[src/rtl/inst_fetch_if.sv]
// Fetch-unit bus bundle: memory request/response, instruction-queue push and ROB redirect.
// master = the fetch unit, slave = memory controller / queue / ROB side.
interface inst_fetch_if;
    logic        mem_req_out;
    logic [31:0] mem_addr_out;
    logic        mem_rdy_in;
    logic [31:0] mem_inst_in;
    logic [31:0] inst_iq_out;
    logic [31:0] pc_iq_out;
    logic        rdy_inst_iq_out;
    logic        iq_full_in;
    logic        refresh_rob_cdb_in;
    logic [31:0] refresh_pc_rob_in;

    modport master (
        output mem_req_out, mem_addr_out, inst_iq_out, pc_iq_out, rdy_inst_iq_out,
        input  mem_rdy_in, mem_inst_in, iq_full_in, refresh_rob_cdb_in, refresh_pc_rob_in
    );

    modport slave (
        input  mem_req_out, mem_addr_out, inst_iq_out, pc_iq_out, rdy_inst_iq_out,
        output mem_rdy_in, mem_inst_in, iq_full_in, refresh_rob_cdb_in, refresh_pc_rob_in
    );
endinterface

[src/rtl/inst_fetch.sv]
// Single-outstanding instruction fetch unit feeding the instruction queue.
// Define JAL_PREDICT_EN to redirect next_pc on fetched JAL instructions.
//
// state    | meaning
// IDLE     | no request outstanding, may issue from pc
// WAIT_MEM | request outstanding, response will be pushed
// DISCARD  | request outstanding after a flush, response will be dropped
module inst_fetch #(
    parameter logic [31:0] RESET_PC = 32'h0000_0000
) (
    input  logic         clk_in,
    input  logic         rst_in,
    input  logic         rdy_in,
    inst_fetch_if.master bus
);

    typedef enum logic [1:0] {IDLE, WAIT_MEM, DISCARD} state_t;

    state_t      state_q, state_d;
    logic [31:0] pc_q, pc_d;
    logic [31:0] addr_q, addr_d;
    logic [31:0] inst_q, inst_d;
    logic [31:0] pc_iq_q, pc_iq_d;
    logic        req_q, req_d;
    logic        push_q, push_d;
    logic [31:0] next_pc;

`ifdef JAL_PREDICT_EN
    logic [31:0] jal_imm;

    assign jal_imm = {{12{bus.mem_inst_in[31]}}, bus.mem_inst_in[19:12], bus.mem_inst_in[20],
                      bus.mem_inst_in[30:21], 1'b0};

    always_comb begin
        next_pc = pc_q + 32'd4;
        if (bus.mem_inst_in[6:0] == 7'b1101111) begin
            next_pc = pc_q + jal_imm;
        end
    end
`else
    // Mispredicted JALs are corrected by the ROB through a refresh.
    assign next_pc = pc_q + 32'd4;
`endif

    always_ff @(posedge clk_in or posedge rst_in) begin
        if (rst_in) begin
            state_q <= IDLE;
        end else begin
            state_q <= state_d;
        end
    end

    always_comb begin
        state_d = state_q;
        if (rdy_in) begin
            case (state_q)
                IDLE: begin
                    if (!bus.refresh_rob_cdb_in && !bus.iq_full_in) begin
                        state_d = WAIT_MEM;
                    end
                end
                WAIT_MEM: begin
                    if (bus.mem_rdy_in) begin
                        state_d = IDLE;
                    end else if (bus.refresh_rob_cdb_in) begin
                        state_d = DISCARD;
                    end
                end
                DISCARD: begin
                    if (bus.mem_rdy_in) begin
                        state_d = IDLE;
                    end
                end
                default: state_d = IDLE;
            endcase
        end
    end

    always_comb begin
        pc_d    = pc_q;
        addr_d  = addr_q;
        req_d   = req_q;
        inst_d  = inst_q;
        pc_iq_d = pc_iq_q;
        push_d  = push_q;
        if (rdy_in) begin
            push_d = 1'b0;
            // A redirect always wins the pc; a response arriving with it is dropped.
            if (bus.refresh_rob_cdb_in) begin
                pc_d = bus.refresh_pc_rob_in;
            end
            case (state_q)
                IDLE: begin
                    if (!bus.refresh_rob_cdb_in && !bus.iq_full_in) begin
                        req_d  = 1'b1;
                        addr_d = pc_q;
                    end
                end
                WAIT_MEM: begin
                    if (bus.mem_rdy_in) begin
                        req_d = 1'b0;
                        if (!bus.refresh_rob_cdb_in) begin
                            inst_d  = bus.mem_inst_in;
                            pc_iq_d = pc_q;
                            push_d  = 1'b1;
                            pc_d    = next_pc;
                        end
                    end
                end
                DISCARD: begin
                    if (bus.mem_rdy_in) begin
                        req_d = 1'b0;
                    end
                end
                default: req_d = 1'b0;
            endcase
        end
    end

    always_ff @(posedge clk_in or posedge rst_in) begin
        if (rst_in) begin
            pc_q    <= RESET_PC;
            addr_q  <= 32'h0;
            req_q   <= 1'b0;
            inst_q  <= 32'h0;
            pc_iq_q <= 32'h0;
            push_q  <= 1'b0;
        end else begin
            pc_q    <= pc_d;
            addr_q  <= addr_d;
            req_q   <= req_d;
            inst_q  <= inst_d;
            pc_iq_q <= pc_iq_d;
            push_q  <= push_d;
        end
    end

    assign bus.mem_req_out     = req_q;
    assign bus.mem_addr_out    = addr_q;
    assign bus.inst_iq_out     = inst_q;
    assign bus.pc_iq_out       = pc_iq_q;
    assign bus.rdy_inst_iq_out = push_q;

endmodule

[src/flat_wrapper.sv]
// flat-port wrapper written by rule: the top's interface ports become plain ports
module inst_fetch_flat 
#(
    parameter logic [31:0] RESET_PC = 32'h0000_0000
)
  (clk_in, rst_in, rdy_in, bus_mem_req_out, bus_mem_addr_out, bus_inst_iq_out, bus_pc_iq_out, bus_rdy_inst_iq_out, bus_mem_rdy_in, bus_mem_inst_in, bus_iq_full_in, bus_refresh_rob_cdb_in, bus_refresh_pc_rob_in);
  inst_fetch_if bus_i ();
  input  logic clk_in;
  input  logic rst_in;
  input  logic rdy_in;
  output wire logic [$bits(bus_i.mem_req_out)-1:0] bus_mem_req_out;
  output wire logic [$bits(bus_i.mem_addr_out)-1:0] bus_mem_addr_out;
  output wire logic [$bits(bus_i.inst_iq_out)-1:0] bus_inst_iq_out;
  output wire logic [$bits(bus_i.pc_iq_out)-1:0] bus_pc_iq_out;
  output wire logic [$bits(bus_i.rdy_inst_iq_out)-1:0] bus_rdy_inst_iq_out;
  input wire logic [$bits(bus_i.mem_rdy_in)-1:0] bus_mem_rdy_in;
  input wire logic [$bits(bus_i.mem_inst_in)-1:0] bus_mem_inst_in;
  input wire logic [$bits(bus_i.iq_full_in)-1:0] bus_iq_full_in;
  input wire logic [$bits(bus_i.refresh_rob_cdb_in)-1:0] bus_refresh_rob_cdb_in;
  input wire logic [$bits(bus_i.refresh_pc_rob_in)-1:0] bus_refresh_pc_rob_in;
  assign bus_mem_req_out = bus_i.mem_req_out;
  assign bus_mem_addr_out = bus_i.mem_addr_out;
  assign bus_inst_iq_out = bus_i.inst_iq_out;
  assign bus_pc_iq_out = bus_i.pc_iq_out;
  assign bus_rdy_inst_iq_out = bus_i.rdy_inst_iq_out;
  assign bus_i.mem_rdy_in = bus_mem_rdy_in;
  assign bus_i.mem_inst_in = bus_mem_inst_in;
  assign bus_i.iq_full_in = bus_iq_full_in;
  assign bus_i.refresh_rob_cdb_in = bus_refresh_rob_cdb_in;
  assign bus_i.refresh_pc_rob_in = bus_refresh_pc_rob_in;
  inst_fetch #(.RESET_PC(RESET_PC)) u_core (.clk_in(clk_in), .rst_in(rst_in), .rdy_in(rdy_in), .bus(bus_i));
endmodule
[config.mk]
export PLATFORM = sky130hd
export DESIGN_NAME = inst_fetch_flat
export DESIGN_NICKNAME = d
export VERILOG_FILES = /design/src/rtl/inst_fetch_if.sv /design/src/rtl/inst_fetch.sv /design/src/flat_wrapper.sv
export SDC_FILE = /design/constraint.sdc
export NUM_CORES = 1
export LEC_CHECK = 0
export CORE_MARGIN = 2
export CORE_UTILIZATION = 35
export DETAILED_ROUTE_END_ITERATION = 6
export GPL_TIMING_DRIVEN = 0
export PLACE_DENSITY_LB_ADDON = 0.3
export SYNTH_ARGS = -nofsm -noshare
export SYNTH_HDL_FRONTEND = slang
export SYNTH_SLANG_ARGS = --single-unit
[constraint.sdc]
create_clock -name clk_in -period 5.3 [get_ports clk_in]
set_input_delay 1.06 -clock clk_in [delete_from_list [all_inputs] [get_ports clk_in]]
set_output_delay 1.06 -clock clk_in [all_outputs]
set_load 0.1 [all_outputs]
Word-level counts from Yosys, hierarchy flattened --
Index checks and enable logic that the tools add are counted.
Cells by class: $add $sub $neg 1, eq/ne operators 6, mux-type cells 15, bitwise gates (word level) 1, reductions and logical operators 9
Operators by type and width (count):
- $mux 32 | 4
- $add 32x3->32 const B | 1
- $mux 2 | 4
- $reduce_and 4->1 | 2
- $pmux 2 s3 | 1
- $reduce_and 3->1 | 2
- $mux 1 | 5
- $ne 2x1->1 const B | 2
- $ne 3x3->1 const B | 1
- $eq 2x1->1 const B | 1
- $eq 2x2->1 const B | 1
- $logic_not 1->1 | 2
- $logic_not 2->1 | 1
- $ne 2x2->1 const B | 1
- $pmux 1 s2 | 1
- $reduce_or 2->1 | 1
- $logic_and 1x1->1 | 1
- $not 1->1 | 1
Storage, ports and cells: bits in registers 132, bits of input ports 70

Depth between registers and ports, before layout --
Gate-level depths: netlist (run 1).
depth after elaboration 4, depth in mapped cells 8

Worst setup path before layout (run 1) --
No wires, ideal clock.
path type input to register, from input port bus_refresh_rob_cdb_in, to register u_core.pc_iq_q[6] (netlist: u_core.bus.pc_iq_out[6]), arrival 2.442 ns, setup slack 2.732 ns, cell stages on the path 6, path buffers 3, path through buf_2 clkinv_1 nand3_1 clkbuf_1 clkbuf_1 mux2_2
Between the ends: longest elaborated chain between the ends 2
Ends and longest elaborated chain:
- from (decl) | RTL line flat_wrapper.sv:19 | input wire logic [$bits(bus_i.refresh_rob_cdb_in)-1:0] bus_refresh_rob_cdb_in;
- $not 1->1 (no source line)
- $reduce_and 4->1 (no source line)
- to (signal assigned) | RTL line inst_fetch.sv:133 | pc_iq_q <= pc_iq_d;
- to (decl) | RTL line inst_fetch.sv:23 | logic [31:0] pc_iq_q, pc_iq_d;
Every way passes these cells. A chain may end at the register's enable or synchronous reset.

Final worst setup path (run 1) --
from input port bus_mem_rdy_in, to register u_core.pc_iq_q[7] (netlist: u_core.bus.pc_iq_out[7])
Between the ends: longest elaborated chain between the ends 1
Ends and longest elaborated chain:
- from (decl) | RTL line flat_wrapper.sv:16 | input wire logic [$bits(bus_i.mem_rdy_in)-1:0] bus_mem_rdy_in;
- $reduce_and 4->1 (no source line)
Every way passes these cells.

==> results of run 1 <==
## layout make-up
type | instances | area, um^2 | share of cell area, %
Inverter | 14 | 57.6 | 0.687
Tap cell | 220 | 275 | 3.29
Sequential cell | 132 | 3300 | 39.4
Clock inverter | 4 | 70.1 | 0.836
Timing Repair Buffer | 167 | 1690 | 20.2
Multi-Input combinational cell | 314 | 2340 | 27.9
Clock buffer | 26 | 509 | 6.08
Buffer | 30 | 134 | 1.60
## layout by cell type, fill, tap and decap left out, drive strengths merged, types with 6 or more instances in the layout
master	Yosys	routed
and3	6	6
a21oi	14	14
nor3	7	7
clkbuf	19	45
clkdlybuf4s50	0	166
inv	13	13
a22o	6	6
nand4	11	11
nand2	43	43
o22ai	9	9
o21ai	24	24
nand3	12	12
nor2	26	26
buf	11	12
a22oi	7	7
dfrtp	132	132
mux2	88	88
## kinds of logic (layout without fill, tap and decap cells)
logic type | Yosys count | in the layout | share of synthesized area, %
flops | 132 | 132 | 56.7
simple gates | 130 | 130 | 11.3
mux | 91 | 91 | 17.5
buf+inv | 44 | 241 | 3.20
compound gates | 89 | 89 | 10.4
fa+ha+maj | 4 | 4 | 0.859
## path summary, 6_finish.rpt
| kind | start | to | slack [ps] | depth (start not counted) |
|---|---|---|---|---|
| min | u_core.bus.pc_iq_out[24] | u_core.bus.pc_iq_out[24] | 490 | 2 |
| min reg2reg | u_core.bus.pc_iq_out[24] | u_core.bus.pc_iq_out[24] | 490 | 2 |
| max reg2reg | u_core.state_q[1] | u_core.bus.pc_iq_out[7] | 2640 | 7 |
| max in group asynchronous | rst_in | u_core.bus.mem_addr_out[30] | 3500 | 3 |
| max | bus_mem_rdy_in | u_core.bus.pc_iq_out[7] | 2180 | 6 |
| min in group asynchronous | rst_in | u_core.bus.inst_iq_out[20] | 1010 | 2 |
## worst register-to-register path: stages (launching register included)
cell	delay [ps]
dfrtp_1	360
inv_1	90
ha_1	260
and2_1	230
nand3_1	150
clkbuf_1	590
clkbuf_1	470
mux2_2	390
## registers in the layout, summed over array words and instances (netlist names)
| signal | cells |
|---|---|
| u_core.bus.mem_addr_out | 32 |
| u_core.state_q | 2 |
| u_core.pc_q | 32 |
| u_core.bus.mem_req_out | 1 |
| u_core.bus.inst_iq_out | 32 |
| u_core.bus.rdy_inst_iq_out | 1 |
| u_core.bus.pc_iq_out | 32 |
## metal layers
layer / global-route usage (%) / part of all wire (%) / vias up
li1: - / - / 2168
met1: 24.8 / 42 / 2347
met2: 31.6 / 49 / 170
met3: 5.25 / 6.7 / 28
met4: 7.59 / 1.9 / 0
met5: 0 / 0 / -
## through the flow
stage | setup WS [ps] | TNS [ps] | hold slack, ps
2_1_floorplan | 714 | 0 | 458
3_3_place_gp | -1050 | -136440 | 470
3_5_place_dp | 1740 | 0 | 485
4_1_cts | 2180 | 0 | 497
5_1_grt | 2070 | 0 | 511
6_report | 2180 | 0 | 487
==> out/qor.csv, run 1 <==
stage,metric,value,unit
status,status,finished clean,
logic_synthesis,ys async rst share,100,%
sta,Final Cycle Share,58.8,%
grt,first-pass GRT wire length,26600,um
grt,pin count of the biggest net entering global routing,98,
clock_network,total clock sinks,132,
clock_network,worst skew pair latency,410,ps
floorplanning,initial cell density of the core,35.5,%
critical_path,Crit path buffers/inverters,3,
floorplanning,die footprint,17700,um^2
logic_synthesis,top-count cell post-synth,dfrtp_1,
placement,placed cell count,877,
logic_synthesis,commonest cells in the netlist,"dfrtp_1 (132), mux2_2 (88), nand2_1 (42)",
sta,slew margin rel.,32.6,%
floorplanning,FP Rows,47,
cells_and_area,Ant. Diodes,0,
critical_path,critical path launch point type,input port,
sta,clk_skew,7.45,ps
cells_and_area,share of cells above drive strength 1,18.9,%
logic_synthesis,main flop type after synthesis,dfrtp_1,
drt,remaining antenna violation count after routing,0,
placement,RePlAce Congestion,0.882,
clock_network,H-tree depth,4,
cells_and_area,layout net count,750,
grt,vias in the first global route,4820,
placement,post-DP HPWL,12200,um
grt,GRT Util Overall,19.5,%
logic_synthesis,post-synth cell types,52,
drt,via count,4713,
cells_and_area,Area Growth Syn to Fin,43.7,%
floorplanning,Die Wd,133,um
drt,DR WL/cell,18.5,um
sta,Worst-Margin Slew,1010,ps
logic_synthesis,Post-Syn Instances,490,
cells_and_area,fin area,8380,um^2
drt,# DRC,0,
critical_path,Critical Path Fanout Max,10,
drt,DR pass1 iterations,4,
cells_and_area,Layout fillers,1427,
placement,Post-Place Cell Area,7800,um^2
sta,Final Hold Viols,0,
sta,final setup fails,0,
critical_path,Setup CP Type,in -> reg,
logic_synthesis,"Seq/Total Area, Yosys",56.7,%
cells_and_area,final core utilization,51.1,%
logic_synthesis,Synth area leader,dfrtp_1,
grt,Overflow after GRT,0,
placement,port bufs,166,
drt,routed vias/inst,5.20,
logic_synthesis,average size of a mapped cell,11.9,um^2
critical_path,Crit path max-delay family,buffers and inverters,
logic_synthesis,top cell type's share of synthesized area,56.7,%
cells_and_area,post-route insts no fill,907,
floorplanning,I/O pin count,168,
sta,crit path time final,3120,ps
critical_path,Worst Setup End Kind,flip-flop,
logic_synthesis,Post-Syn Area,5830,um^2
clock_network,CTS tree,built,
clock_network,hold_buf cts,0,
job,Max-Cap Viols,0,
critical_path,CP max stage delay,590,ps
critical_path,crit path DAT,3410,ps
clock_network,Root Buffer,clkbuf_16,
logic_synthesis,syn nets,564,
critical_path,cell with the largest stage delay on the worst path,clkbuf_1,
sta,achievable frequency,0.321,GHz
logic_synthesis,top post-synthesis cells by area,"dfrtp_1 (57%), mux2_2 (17%), nand2_1 (2.7%), o21ai_0 (2.1%), nor2_1 (1.7%)",
drt,WL final,16800,um
critical_path,required time of the worst setup path,5590,ps
logic_synthesis,synth warn,0,
clock_network,"Setup Fix Bufs, Post-CTS",0,
floorplanning,Die Y,133,um
clock_network,cts bufs inserted,17,
logic_synthesis,#FFs+latches synth,132,
logic_synthesis,number of enable flip-flop cells after synthesis,0,
clock_network,Clock Pin Slew Worst Setup and Hold Paths,50,ps
critical_path,CP cell instances,clkdlybuf4s50_1 > and2_1 > nand3_1 > clkbuf_1 > clkbuf_1 > mux2_2,
floorplanning,core area,16400,um^2
grt,initial antenna violation count,0,
sta,RSZ-0062 raised after global routing,false,
clock_network,post-cts sizing count,0,
drt,Iteration-0 DRC Markers,289,
min_path,HP Class,reg -> reg,
clock_network,Bufs on Longest Clock Path,2,
critical_path,Crit path top cell by count,clkbuf_1,
sta,Final Max Tran Viols,0,
Power of run 1 is not shown: default switching activity piles up to over one toggle a cycle in this logic, so the estimate is an artifact.
==> inputs of run 2 (changes only) <==
==> constraint.sdc (replaced) <==
create_clock -name clk_in -period 2.7 [get_ports clk_in]
set_input_delay 0.54 -clock clk_in [delete_from_list [all_inputs] [get_ports clk_in]]
set_output_delay 0.54 -clock clk_in [all_outputs]
set_load 0.1 [all_outputs]
==> run 2 against run 1 <==
Net effect:
- the run now ends with DRC left
- global-route usage about the same
- cell count grew 0.44%
- flip-flop and latch count unchanged
- critical path depth down 5
- first-iteration DRC count is 5.9% higher
- cell area grew 0.48%
- highest routed layer unchanged
==> out/qor.csv, run 2 (synthesis gave the netlist of run 1 again) <==
stage,metric,value,unit,change
sta,Worst-Margin Slew,1030,ps,+20.3 ps
drt,remaining antenna violation count after routing,0,,unchanged
critical_path,Setup CP Type,reg -> out,,
floorplanning,core area,16400,um^2,unchanged
grt,pin count of the biggest net entering global routing,43,,-56%
clock_network,"Setup Fix Bufs, Post-CTS",0,,unchanged
sta,final setup fails,0,,unchanged
floorplanning,FP Rows,47,,unchanged
sta,achievable frequency,0.404,GHz,
clock_network,Root Buffer,clkbuf_16,,
floorplanning,die footprint,17700,um^2,unchanged
clock_network,total clock sinks,132,,unchanged
critical_path,crit path DAT,1940,ps,-1470 ps
placement,RePlAce Congestion,0.876,,-0.68%
clock_network,hold_buf cts,0,,unchanged
clock_network,cts bufs inserted,17,,unchanged
sta,Final Hold Viols,0,,unchanged
clock_network,CTS tree,built,,
critical_path,critical path launch point type,flip-flop,,
critical_path,Worst Setup End Kind,output port,,
floorplanning,initial cell density of the core,35.5,%,unchanged
job,Max-Cap Viols,0,,unchanged
sta,Final Max Tran Viols,0,,unchanged
sta,Final Cycle Share,91.8,%,
status,failing checks,DRC,,
floorplanning,Die Wd,133,um,unchanged
cells_and_area,most frequent cells in the layout,"clkdlybuf4s50_1 (166), dfrtp_1 (132), mux2_2 (88)",,
clock_network,post-cts sizing count,0,,unchanged
critical_path,cell with the largest stage delay on the worst path,clkdlybuf4s50_1,,
clock_network,Clock Pin Slew Worst Setup and Hold Paths,60,ps,about the same
clock_network,H-tree depth,4,,unchanged
critical_path,Critical Path Fanout Max,2,,-8
critical_path,required time of the worst setup path,2160,ps,-3430 ps
grt,GRT Util Overall,19.5,%,about the same
status,status,finished with violations,,
drt,Iteration-0 DRC Markers,306,,+5.9%
grt,vias in the first global route,4853,,+0.68%
grt,Overflow after GRT,0,,unchanged
clock_network,worst skew pair latency,420,ps,about the same
critical_path,Crit path buffers/inverters,1,,-2
grt,first-pass GRT wire length,26600,um,-0.36%
floorplanning,I/O pin count,168,,unchanged
grt,initial antenna violation count,0,,unchanged
placement,port bufs,166,,unchanged
critical_path,CP max stage delay,1160,ps,+570 ps
critical_path,Crit path max-delay family,buffers and inverters,,
drt,DR WL/cell,18.6,um,+0.64%
min_path,HP Class,reg -> reg,,
sta,RSZ-0062 raised after global routing,false,,
drt,# DRC,1,,+1
drt,DR pass1 iterations,7,,+3
sta,slew margin rel.,31.2,%,-1.4 points
drt,WL final,16900,um,+1.1%
cells_and_area,fin area,8420,um^2,+0.48%
drt,via count,4752,,+0.83%
critical_path,CP cell instances,clkdlybuf4s50_1,,
cells_and_area,layout net count,752,,+0.27%
cells_and_area,Area Growth Syn to Fin,44.4,%,
placement,Post-Place Cell Area,7830,um^2,+0.40%
cells_and_area,"most common cell after layout, fill and taps aside",clkdlybuf4s50_1,,
drt,routed vias/inst,5.22,,+0.38%
clock_network,Bufs on Longest Clock Path,2,,unchanged
cells_and_area,share of cells above drive strength 1,20.1,%,+1.2 points
sta,clk_skew,8.88,ps,+1.43 ps
cells_and_area,Ant. Diodes,0,,unchanged
floorplanning,Die Y,133,um,unchanged
placement,post-DP HPWL,12400,um,+1.9%
sta,crit path time final,2480,ps,
==> run 2: layout make-up <==
class | count | area (um^2)
Fill cell | 1420 | 7990
Sequential cell | 132 | 3300
Multi-Input combinational cell | 314 | 2340
Timing Repair Buffer | 169 | 1720
Clock buffer | 19 | 453
Tap cell | 220 | 275
Buffer | 30 | 135
Clock inverter | 13 | 134
Inverter | 14 | 56.3
==> run 2: per-layer routing <==
| layer | track usage [%] | up-vias | wire [um] |
|---|---|---|---|
| li1 | - | 2169 | - |
| met1 | 24.4 | 2358 | 6900 |
| met2 | 31.6 | 198 | 8350 |
| met3 | 5.90 | 27 | 1290 |
| met4 | 7.71 | 0 | 397 |
| met5 | 0 | - | 0 |
==> run 2: per-stage QoR <==
stage / setup slack [ps] / hold WS, ps / std cells / TNS (ps) / util (%)
finish: 222 / 483 / 911 / 0 / 51.3
global route: 48.2 / 516 / 911 / 0 / 51.3
CTS: 21.2 / 495 / 911 / 0 / 51.3
detailed placement: -336 / 482 / 879 / -14320 / 47.7
global placement: -652 / 471 / 876 / -95380 / 47.4
floorplan: 515 / 458 / 490 / 0 / -
==> run 2: worst paths after layout <==
check	start	end	depth (start not counted)	slack, ps
min in group asynchronous	rst_in	u_core.bus.pc_iq_out[5]	2	570
max reg2reg	u_core.state_q[0]	u_core.bus.mem_addr_out[11]	6	270
max	u_core.bus.mem_addr_out[20]	bus_mem_addr_out[20]	1	220
max in group asynchronous	rst_in	u_core.bus.pc_iq_out[31]	4	1240
min	u_core.bus.pc_iq_out[21]	u_core.bus.pc_iq_out[21]	2	480
min reg2reg	u_core.bus.pc_iq_out[21]	u_core.bus.pc_iq_out[21]	2	480
==> run 2: worst min-delay path, stage by stage (launching register included) <==
cell,delay [ps]
dfrtp_1,340
nand2_1,40
o21ai_0,60
Power of run 2 is left out for the same reason.
==> inputs of run 3 (changes only) <==
--- a/config.mk
+++ b/config.mk
@@ -6,7 +6,7 @@
 export NUM_CORES = 1
 export LEC_CHECK = 0
 export CORE_MARGIN = 2
-export CORE_UTILIZATION = 35
+export CORE_UTILIZATION = 43
 export DETAILED_ROUTE_END_ITERATION = 6
 export GPL_TIMING_DRIVEN = 0
 export PLACE_DENSITY_LB_ADDON = 0.3
==> run 3 against run 2 <==
Net effect:
- the flow now finishes without violations
- critical path depth increased by 5
- register-to-register slack lost 70 ps
- sequential share of layout area increased by 0.26 points
- worst setup slack got worse by 73 ps
- utilization rose by 12 points
- clock skew shrank 3.5 ps
- fmax decreased by 2.9%
- worst hold slack worse by 1.5 ps
- largest cell class unchanged
- highest routed layer unchanged
==> out/qor.csv, run 3 (synthesis gave the netlist of run 1 again) <==
stage,metric,value,unit,change
status,status,finished clean,,
cells_and_area,share of cells above drive strength 1,19.1,%,-1.0 points
sta,Final Cycle Share,94.5,%,+2.7 points
sta,Final Hold Viols,0,,unchanged
clock_network,CTS tree,built,,
clock_network,Clock Pin Slew Worst Setup and Hold Paths,50,ps,about the same
drt,WL final,16400,um,-3.4%
sta,slew margin rel.,32.7,%,+1.5 points
clock_network,total clock sinks,132,,unchanged
sta,crit path time final,2550,ps,+73.1 ps
clock_network,cts bufs inserted,17,,unchanged
sta,Final Max Tran Viols,0,,unchanged
grt,pin count of the biggest net entering global routing,41,,-4.7%
floorplanning,die footprint,14500,um^2,-18%
drt,remaining antenna violation count after routing,0,,unchanged
critical_path,critical path launch point type,input port,,
placement,post-DP HPWL,12000,um,-3.4%
critical_path,Critical Path Fanout Max,10,,+8
floorplanning,FP Rows,42,,-11%
drt,Iteration-0 DRC Markers,309,,+0.98%
drt,DR pass1 iterations,5,,-2
sta,final setup fails,0,,unchanged
placement,pre-CTS WS,-285,ps,+51.1 ps
critical_path,crit path DAT,2840,ps,+900 ps
grt,initial antenna violation count,0,,unchanged
drt,via count,4758,,+0.13%
clock_network,worst skew pair latency,410,ps,about the same
placement,RePlAce Congestion,0.888,,+1.3%
critical_path,Worst Setup End Kind,flip-flop,,
placement,Post-Place Cell Area,7770,um^2,-0.70%
cells_and_area,Area Growth Syn to Fin,43.4,%,
floorplanning,I/O pin count,168,,unchanged
clock_network,Root Buffer,clkbuf_16,,
cells_and_area,Ant. Diodes,0,,unchanged
critical_path,Setup crit start,bus_iq_full_in,,
floorplanning,initial cell density of the core,44.0,%,+8.5 points
sta,Worst-Margin Slew,1010,ps,-22.5 ps
grt,first-pass GRT wire length,26000,um,-2.3%
floorplanning,Die Y,120,um,-9.5%
grt,vias in the first global route,4851,,-0.041%
cells_and_area,fin area,8360,um^2,-0.67%
cells_and_area,"most common cell after layout, fill and taps aside",clkdlybuf4s50_1,,
critical_path,Reg2Reg Launch Point,u_core.state_q[1],,
sta,clk_skew,5.39,ps,-3.49 ps
clock_network,Bufs on Longest Clock Path,2,,unchanged
clock_network,H-tree depth,4,,unchanged
sta,achievable frequency,0.392,GHz,-2.9%
cells_and_area,most frequent cells in the layout,"clkdlybuf4s50_1 (166), dfrtp_1 (132), mux2_2 (88)",,
drt,# DRC,0,,-1
cells_and_area,layout net count,752,,unchanged
grt,Overflow after GRT,0,,unchanged
drt,routed vias/inst,5.49,,+5.2%
floorplanning,Die Wd,120,um,-9.5%
sta,RSZ-0062 raised after global routing,false,,
critical_path,Setup CP Type,in -> reg,,
min_path,min-delay src,u_core.bus.pc_iq_out[22],,
grt,GRT Util Overall,23.5,%,+4.1 points
floorplanning,core area,13200,um^2,-19%
min_path,HP Class,reg -> reg,,
sta,setup ws final,149,ps,-73.1 ps
sta,Hold Worst Slack,481,ps,-1.49 ps
placement,port bufs,166,,unchanged
job,Max-Cap Viols,0,,unchanged
clock_network,"Setup Fix Bufs, Post-CTS",0,,unchanged
clock_network,hold_buf cts,0,,unchanged
critical_path,required time of the worst setup path,2990,ps,+830 ps
drt,DR WL/cell,18.9,um,+1.5%
run 3: worst paths after layout:
check,endpoint,slack [ps],cells after the start
worst max-delay path,u_core.bus.mem_addr_out[9],150,6
worst min-delay path,u_core.bus.pc_iq_out[22],480,2
worst max register to register,u_core.bus.mem_addr_out[9],200,6
worst min register to register,u_core.bus.pc_iq_out[22],480,2
max in group asynchronous,u_core.bus.inst_iq_out[24],1240,4
min in group asynchronous,u_core.bus.mem_addr_out[23],590,2
run 3: worst max-delay path, cell delays in order:
cell and delay [ps]:
clkdlybuf4s50_1 520, nor2_1 70, nand3_1 100, clkbuf_1 500, clkbuf_1 690, mux2_2 420
run 3: through the flow:
| stage | util, % | instances | TNS, ps |
|---|---|---|---|
| 2_1_floorplan | - | 490 | 0 |
| 3_3_place_gp | 58.3 | 832 | -89810 |
| 3_5_place_dp | 58.7 | 835 | -10390 |
| 4_1_cts | 63.1 | 867 | 0 |
| 5_1_grt | 63.1 | 867 | 0 |
| 6_report | 63.1 | 867 | 0 |
run 3: repair_timing:
action / in CTS / in global routing
setup endpoints to repair: 0 / 3
endpoints found under the hold margin: 0 / 0
resized for setup: 0 / 2
run 3: per-layer routing:
metal	part of all wire [%]	track usage [%]
met3	6.5	5.19
met4	2.5	11.0
met1	44	31.6
met2	47	36.5
met5	0	0
run 3: area by class of cell:
cell class / instances / area [um^2]
inverter: 14 / 56.3
fill: 1093 / 4880
clock inverter: 3 / 65.1
sequential: 132 / 3300
timing repair buffer: 169 / 1720
tap: 176 / 220
buffer: 30 / 135
multi-input combinational: 314 / 2340
clock buffer: 29 / 520
Power of run 3 is left out for the same reason.
